===== src/rtl/led_blinker_bank.sv =====
// Bank of NCHAN independent LED drivers, each with a programmable half-period
// and one of four modes: OFF, ON, free-running BLINK, or a counted BURST.
module led_blinker_bank #(
    parameter int NCHAN        = 4,
    parameter int CNT_W        = 27,
`ifdef SIMULATION
    parameter int DEFAULT_HALF = 50,
`else
    parameter int DEFAULT_HALF = 50000000,
`endif
    localparam int CHAN_W      = (NCHAN > 1) ? $clog2(NCHAN) : 1
) (
    input  logic              sys_clk,
    input  logic              sys_rst,
    input  logic              cfg_we,
    input  logic [CHAN_W-1:0] cfg_chan,
    input  logic [1:0]        cfg_mode,
    input  logic [CNT_W-1:0]  cfg_half,
    input  logic [7:0]        cfg_count,
    output logic [NCHAN-1:0]  led,
    output logic [NCHAN-1:0]  busy,
    output logic [NCHAN-1:0]  burst_done
);

    typedef enum logic [1:0] {
        MODE_OFF   = 2'd0,
        MODE_ON    = 2'd1,
        MODE_BLINK = 2'd2,
        MODE_BURST = 2'd3
    } mode_t;

    localparam logic [CNT_W-1:0] HALF_RST = CNT_W'(DEFAULT_HALF);
    localparam logic [CNT_W-1:0] ONE      = CNT_W'(1);

    for (genvar i = 0; i < NCHAN; i++) begin : g_chan
        mode_t            mode_q, mode_d;
        logic [CNT_W-1:0] half_q, half_d;
        logic [CNT_W-1:0] cnt_q, cnt_d;
        logic [7:0]       rem_q, rem_d;
        logic             led_q, led_d;
        logic             busy_q, busy_d;
        logic             done_q, done_d;
        logic             sel;
        logic             wrap;
        mode_t            wr_mode;

        // Out-of-range channel numbers match no instance, so such writes are dropped.
        assign sel     = cfg_we && (cfg_chan == CHAN_W'(i));
        assign wrap    = (cnt_q == half_q - ONE);
        assign wr_mode = mode_t'(cfg_mode);

        always_comb begin
            // NOTE: every output of this block is defaulted first so no latch is inferred.
            mode_d = mode_q;
            half_d = half_q;
            cnt_d  = cnt_q;
            rem_d  = rem_q;
            led_d  = led_q;
            busy_d = busy_q;
            done_d = 1'b0;

            if (sel) begin
                // A write overrides any toggle or completion due in the same cycle.
                mode_d = wr_mode;
                half_d = (cfg_half == '0) ? ONE : cfg_half;
                cnt_d  = '0;
                led_d  = (wr_mode == MODE_ON);
                rem_d  = '0;
                busy_d = 1'b0;
                if (wr_mode == MODE_BURST) begin
                    if (cfg_count == 8'd0) begin
                        mode_d = MODE_OFF;
                        done_d = 1'b1;
                    end else begin
                        rem_d  = cfg_count;
                        busy_d = 1'b1;
                    end
                end
            end else begin
                unique case (mode_q)
                    MODE_OFF: begin
                        led_d = 1'b0;
                        cnt_d = '0;
                    end
                    MODE_ON: begin
                        led_d = 1'b1;
                        cnt_d = '0;
                    end
                    MODE_BLINK, MODE_BURST: begin
                        if (wrap) begin
                            cnt_d = '0;
                            led_d = ~led_q;
                            // Only falling toggles consume a burst pulse.
                            if (mode_q == MODE_BURST && led_q) begin
                                rem_d = rem_q - 8'd1;
                                if (rem_q == 8'd1) begin
                                    mode_d = MODE_OFF;
                                    busy_d = 1'b0;
                                    done_d = 1'b1;
                                end
                            end
                        end else begin
                            cnt_d = cnt_q + ONE;
                        end
                    end
                endcase
            end
        end

        // NOTE: sequential state uses non-blocking assignments only.
        always_ff @(posedge sys_clk) begin
            if (sys_rst) begin
                mode_q <= MODE_BLINK;
                half_q <= HALF_RST;
                cnt_q  <= '0;
                rem_q  <= '0;
                led_q  <= 1'b0;
                busy_q <= 1'b0;
                done_q <= 1'b0;
            end else begin
                mode_q <= mode_d;
                half_q <= half_d;
                cnt_q  <= cnt_d;
                rem_q  <= rem_d;
                led_q  <= led_d;
                busy_q <= busy_d;
                done_q <= done_d;
            end
        end

        assign led[i]        = led_q;
        assign busy[i]       = busy_q;
        assign burst_done[i] = done_q;
    end

endmodule

===== config.mk =====
export PLATFORM = sky130hd
export DESIGN_NAME = led_blinker_bank
export DESIGN_NICKNAME = d
export VERILOG_FILES = /design/src/rtl/led_blinker_bank.sv
export SDC_FILE = /design/constraint.sdc
export NUM_CORES = 1
export LEC_CHECK = 0
export BUFFER_PORTS_ARGS = -buffer_cell sky130_fd_sc_hd__buf_2
export CAP_MARGIN = 40
export CORE_ASPECT_RATIO = 0.9
export CORE_MARGIN = 1
export CORE_UTILIZATION = 45
export DETAILED_ROUTE_END_ITERATION = 16
export GPL_TIMING_DRIVEN = 0
export HOLD_SLACK_MARGIN = 0.05
export SETUP_SLACK_MARGIN = 0.15
export SLEW_MARGIN = 20
export SYNTH_ARGS = -nofsm -noshare
export SYNTH_HDL_FRONTEND = slang
export SYNTH_SLANG_ARGS = --single-unit
export TNS_END_PERCENT = 20

===== constraint.sdc =====
create_clock -name sys_clk -period 6.3 [get_ports sys_clk]
set_clock_uncertainty 0.15 [all_clocks]
set_input_delay 0.945 -clock sys_clk [delete_from_list [all_inputs] [get_ports sys_clk]]
set_output_delay 0.945 -clock sys_clk [all_outputs]
set_load 0.02 [all_outputs]

# After elaboration in Yosys (flattened, before gate mapping)
# Index checks and enable logic that the tools add are counted.
word_totals:
  reg_bits: 268
  input_bits: 42
  out_inout_bits: 12
  elab_cells: 229
classes:
  addsub: 12
  n_eq_ne: 29
  muxes: 105
  bitwise_logic: 4
  n_reduce_logical: 51
ops:
  columns: ["operator", "n"]
  rows:
  - ["one-hot mux 27 bit (2 select lines)", 4]
  - ["2-to-1 mux 8 bit", 18]
  - ["2-to-1 mux 27 bit", 5]
  - ["adder 27 x 1 -> 27 bit (second input constant)", 4]
  - ["equality test 27 bit", 4]
  - ["subtractor 27 x 1 -> 27 bit (second input constant)", 4]
  - ["2-to-1 mux 1 bit", 52]
  - ["2-to-1 mux 2 bit", 22]
  - ["equality test 8 x 1 -> 1 bit (second input constant)", 4]
  - ["nonzero test 2 bit", 16]
  - ["subtractor 8 x 1 -> 8 bit (second input constant)", 4]
  - ["logical NOT 27 bit", 1]
  - ["OR reduction 2 bit", 12]
  - ["equality test 2 bit (second input constant)", 11]
  - ["AND reduction 4 bit", 4]
  - ["equality test 2 x 1 -> 1 bit (second input constant)", 6]
  - ["inequality test 3 bit (second input constant)", 4]
  - ["one-hot mux 1 bit (3 select lines)", 4]
  - ["AND reduction 3 bit", 4]
  - ["logical NOT 2 bit", 5]
  - ["logical AND 1 bit", 8]
  - ["logical NOT 8 bit", 1]
  - ["inverter 1 bit", 4]

# Logic depth before layout (Yosys ltp)
depth:
  ltp_word: 6
  ltp_mapped: 14

# Least setup slack after synthesis
# No wires, ideal clock.
synth_path:
  kind: "register -> register"
  start: "reg g_chan[2].half_q[0]"
  end: "reg g_chan[2].rem_q[3]"
  setup_ps: 74
  t_arrival_ps: 3766
  t_required_ps: 6076
  slack_ps: 2309
  path_stages_with_launch: 13
  n_path_buf: 3
  path_cell_list: "dfxtp_1 > buf_6 > or4_4 > buf_6 > or3_2 > xnor2_1 > nor3_1 > nand4b_1 > or4b_4 > or4_1 > buf_2 > or4_1 > a31oi_1"
synth_between:
  elab_chain_cells: 4
synth_lines:
  columns: ["item", "line_no", "rtl"]
  rows:
  - ["from (decl)", "37", "logic [CNT_W-1:0] half_q, half_d;"]
  - ["from (signal assigned)", "122", "half_q <= half_d;"]
  - ["subtractor 27 x 1 -> 27 bit", "49", "assign wrap = (cnt_q == half_q - ONE);"]
  - ["equality test 27 bit", "49", null]
  - ["nonzero test 2 bit (no source line)", null, null]
  - ["AND reduction 3 bit (no source line)", null, null]
  - ["to (signal assigned)", "124", "rem_q <= rem_d;"]
  - ["to (decl)", "39", "logic [7:0] rem_q, rem_d;"]
# Every way passes these cells.
# A chain may end at the register's enable or synchronous reset.

# Worst setup path in the final report
layout_path:
  start: "reg g_chan[2].half_q[0]"
  end: "reg g_chan[2].cnt_q[22]"
layout_between:
  elab_chain_cells: 4
layout_lines:
  columns: ["item", "line_no", "rtl"]
  rows:
  - ["subtractor 27 x 1 -> 27 bit", "49", null]
  - ["equality test 27 bit", "49", null]
  - ["2-to-1 mux 27 bit", "90", "if (wrap) begin"]
  - ["one-hot mux 27 bit (2 select lines)", "80", "unique case (mode_q)"]
  - ["to (signal assigned)", "123", "cnt_q <= cnt_d;"]
  - ["to (decl)", "38", "logic [CNT_W-1:0] cnt_q, cnt_d;"]
# Every way passes these cells.

==> out/results.ini <==
[outcome]
status=completed

[setup_path]
crit_chain=buf_6, inv_1, ha_1, clkbuf_1, nor4b_1, nand4_1, nor4_1, xnor2_1, nand3_1, or4_1, or3_1, nand3_1, clkbuf_1, nor2_1
critPathArrivalTime_ns=5.01
critical_path.top_delay_family=simple AND/OR/NAND/NOR gates
crit_slowest_cell=or4_1
cp.required_ns=6.60
cp_max_fo=10
worst_setup_path_start_kind=flip-flop
max_stage_delay_ns=0.66
path_buf_inv=4
endpoint_kind=flip-flop
critical_path_class=reg -> reg

[grt]
grt-ovfl-total=0
grt_first_pass_wirelength_um=73300
grtUsageTotal_pct=26.8
antenna_found_initial=0
grt_pass1_vias=13100
grt_max_degree=15

[clocking]
clk_latency_ns=0.58
root_buffer=clkbuf_16
cts_buffer_depth=3
cts.sinks=268
cts_buffers=30
post_cts_resize_count=0
path_clk_slew_ns=0.06
hold_buffers=0
htreeDepth=1
cts_tree=done
postCtsSetupBuffers=0

[sta]
max_freq_mhz=212
rsz0062_at_grt=no
drv_slew=0
period_share_pct=74.8
tightest_slew_ns=0.900
setup_ws_ns=1.59
fin_setup_tns_ns=0
period_minus_slack_ns=4.71
hold_ws_ns=0.334
finalSetupViolations=0
hold_viol=0
maxSlewHeadroom_pct=39.5

[pwr]
pwr-share-clk_pct=44.7
power.leakage_nw=6.08
p_int_w=0.00296
powerDensity_nw_per_um2=237
seqPwrFrac_pct=44.8
combinationalPowerShare_pct=10.5
vdd_ir_drop_max_mv=0.211
switching_share_pct=26.7
power.switching_w=0.00108

[synth]
muxShareOfSynthArea_pct=0.846
synth_xor_area_share_pct=14.8
synth_cell_types=79
synthArstFlopShare_pct=0
netlist.area_leader.share_pct=35.2
synth-seq-cells=268
synth_edf_count=0
post-synth-top-area-cell=dfxtp_1
synth_nets=2017
synth_adder_area_share_pct=1.31
yosys-top-cells-count=296 x nand2_1, 268 x dfxtp_1, 208 x nor2_1
yosysMostFrequentCell=nand2_1
synth_area_leaders=dfxtp_1 35%, xnor2_1 7.6%, nand2_1 7.3%
synth_simple_gate_area_share_pct=31.7
netlist_area_um2=15200
yosysWarnings=0
syn-instance-count=1959
yosysSeqAreaShare_pct=35.2
ys.flop_type=dfxtp_1
synth.avg_cell_area_um2=7.77
synth_top_family_by_area=simple AND/OR/NAND/NOR gates
synth_compound_area_share_pct=11.8

[placed_design]
gp_congestion=0.934
dp.final_hpwl_um=35000
dp_cells=2435
numPortBuffers=52
dp_slack_ns=1.45

[finish]
layout.nets=2105
diodes=0
instances_no_fill=2493
layout-drive-gt1-share_pct=8.11
syn_to_final_growth_pct=12.0
fillCellCount=3244

[floorplanning]
rows=63
ios=54
core-area_um2=33100
start_util_pct=46.0
die_h_um=177
die_x_um=196
die_area_um2=34600

[detailed_routing]
drc=0
wirelength_um=46800
vias=14400
dr.pass1.iters=5
detail_route.wl_per_cell_um=18.8
ant_nets=0
via_per_inst=5.79
drt-initial-drc-count=1368

[job]
cap_violations=0

[min_path]
worstHoldPathType=reg -> reg

logic make-up after synthesis:
group / count (synthesis)
adder cells (fa/ha/maj): 16
AND/OR/NAND/NOR: 973
multiplexers: 12
AO/OA/AOI/OAI: 279
buffers and inverters: 154
flip-flops: 268
XOR/XNOR: 257
power groups by stage:
stage	sequential, W	clock, W	combinational (W)
finish	0.00181	0.00181	0.000422
global route	0.00181	0.00190	0.000462
floorplan	0.00182	0	0.000283
detailed placement	0.00184	0	0.000412
global placement	0.00184	0	0.000406
CTS	0.00181	0.00184	0.000414
layout make-up:
cell class	count	area, um^2	share of cell area (%)
Clock inverter	17	165	0.968
Tap cell	422	528	3.10
Multi-Input combinational cell	1537	9210	54.0
Inverter	38	143	0.836
Timing Repair Buffer	56	283	1.66
Clock buffer	39	846	4.96
Sequential cell	268	5370	31.5
Buffer	116	522	3.06
sequential cells by signal, summed over array words and instances (netlist names):
signal	count
g_chan.done_q	4
g_chan.rem_q	32
g_chan.cnt_q	108
g_chan.half_q	108
g_chan.led_q	4
g_chan.busy_q	4
g_chan.mode_q	8
final timing paths:
check | startpoint | end | slack (ns) | depth (start not counted)
min reg2reg | g_chan[1].half_q[26] | g_chan[1].half_q[26] | 0.33 | 2
max | g_chan[2].half_q[0] | g_chan[2].cnt_q[22] | 1.59 | 14
max reg2reg | g_chan[2].half_q[0] | g_chan[2].cnt_q[22] | 1.59 | 14
min | g_chan[1].half_q[26] | g_chan[1].half_q[26] | 0.33 | 2
per-stage QoR:
| step | total power, W | instance area (um^2) | util, % |
|---|---|---|---|
| final | 0.00404 | 17100 | 51.5 |
| after floorplan | 0.00210 | 15200 | - |
| after detailed placement | 0.00226 | 16000 | 48.4 |
| after global placement | 0.00225 | 16000 | 48.4 |
| after global routing | 0.00418 | 17100 | 51.5 |
| after CTS | 0.00406 | 17000 | 51.5 |
worst register-to-register path: stages (launching register included):
cell and delay [ns]:
dfxtp_1 0.31, buf_6 0.13, inv_1 0.06, ha_1 0.13, clkbuf_1 0.30, nor4b_1 0.41, nand4_1 0.42, nor4_1 0.41
xnor2_1 0.19, nand3_1 0.15, or4_1 0.66, or3_1 0.35, nand3_1 0.36, clkbuf_1 0.44, nor2_1 0.10
metal layers:
| layer | vias up | share of wire (%) | track usage [%] |
|---|---|---|---|
| met4 | 0 | 2.9 | 7.75 |
| met3 | 87 | 6.5 | 2.81 |
| li1 | 7071 | - | - |
| met5 | - | 0 | 0 |
| met1 | 6834 | 48 | 39.6 |
| met2 | 438 | 42 | 40.9 |
placed cells by master (no fill, tap or decap), drive strengths merged, types with 6 or more instances in the layout:
master  synthesis  layout
inv            37      37
or3            20      20
or2             8       8
o31ai           9       9
xor2          124     124
nand2         296     296
nand2b          8       8
nor3           66      66
or4            36      36
o211ai          9       9
a31oi          20      20
and2            9       9
buf            27      82
and3           31      31
mux2            7       7
nor4b          12      12
nor3b           7       7
xnor2         133     133
nand4          44      44
o22ai           9       9
o21ai          55      55
a21o            7       7
ha             16      16
nor2          209     209
nand4b          8       8
a32o            6       6
and4           15      15
clkinv          1      13
clkbuf         89     129
a41oi           7       7
nor4           52      52
a211oi         12      12
o311ai          8       8
nand3         120     120
nor2b          13      13
a21oi          90      90
dfxtp         268     268
Note: power is estimated with default switching activity, not from simulation.
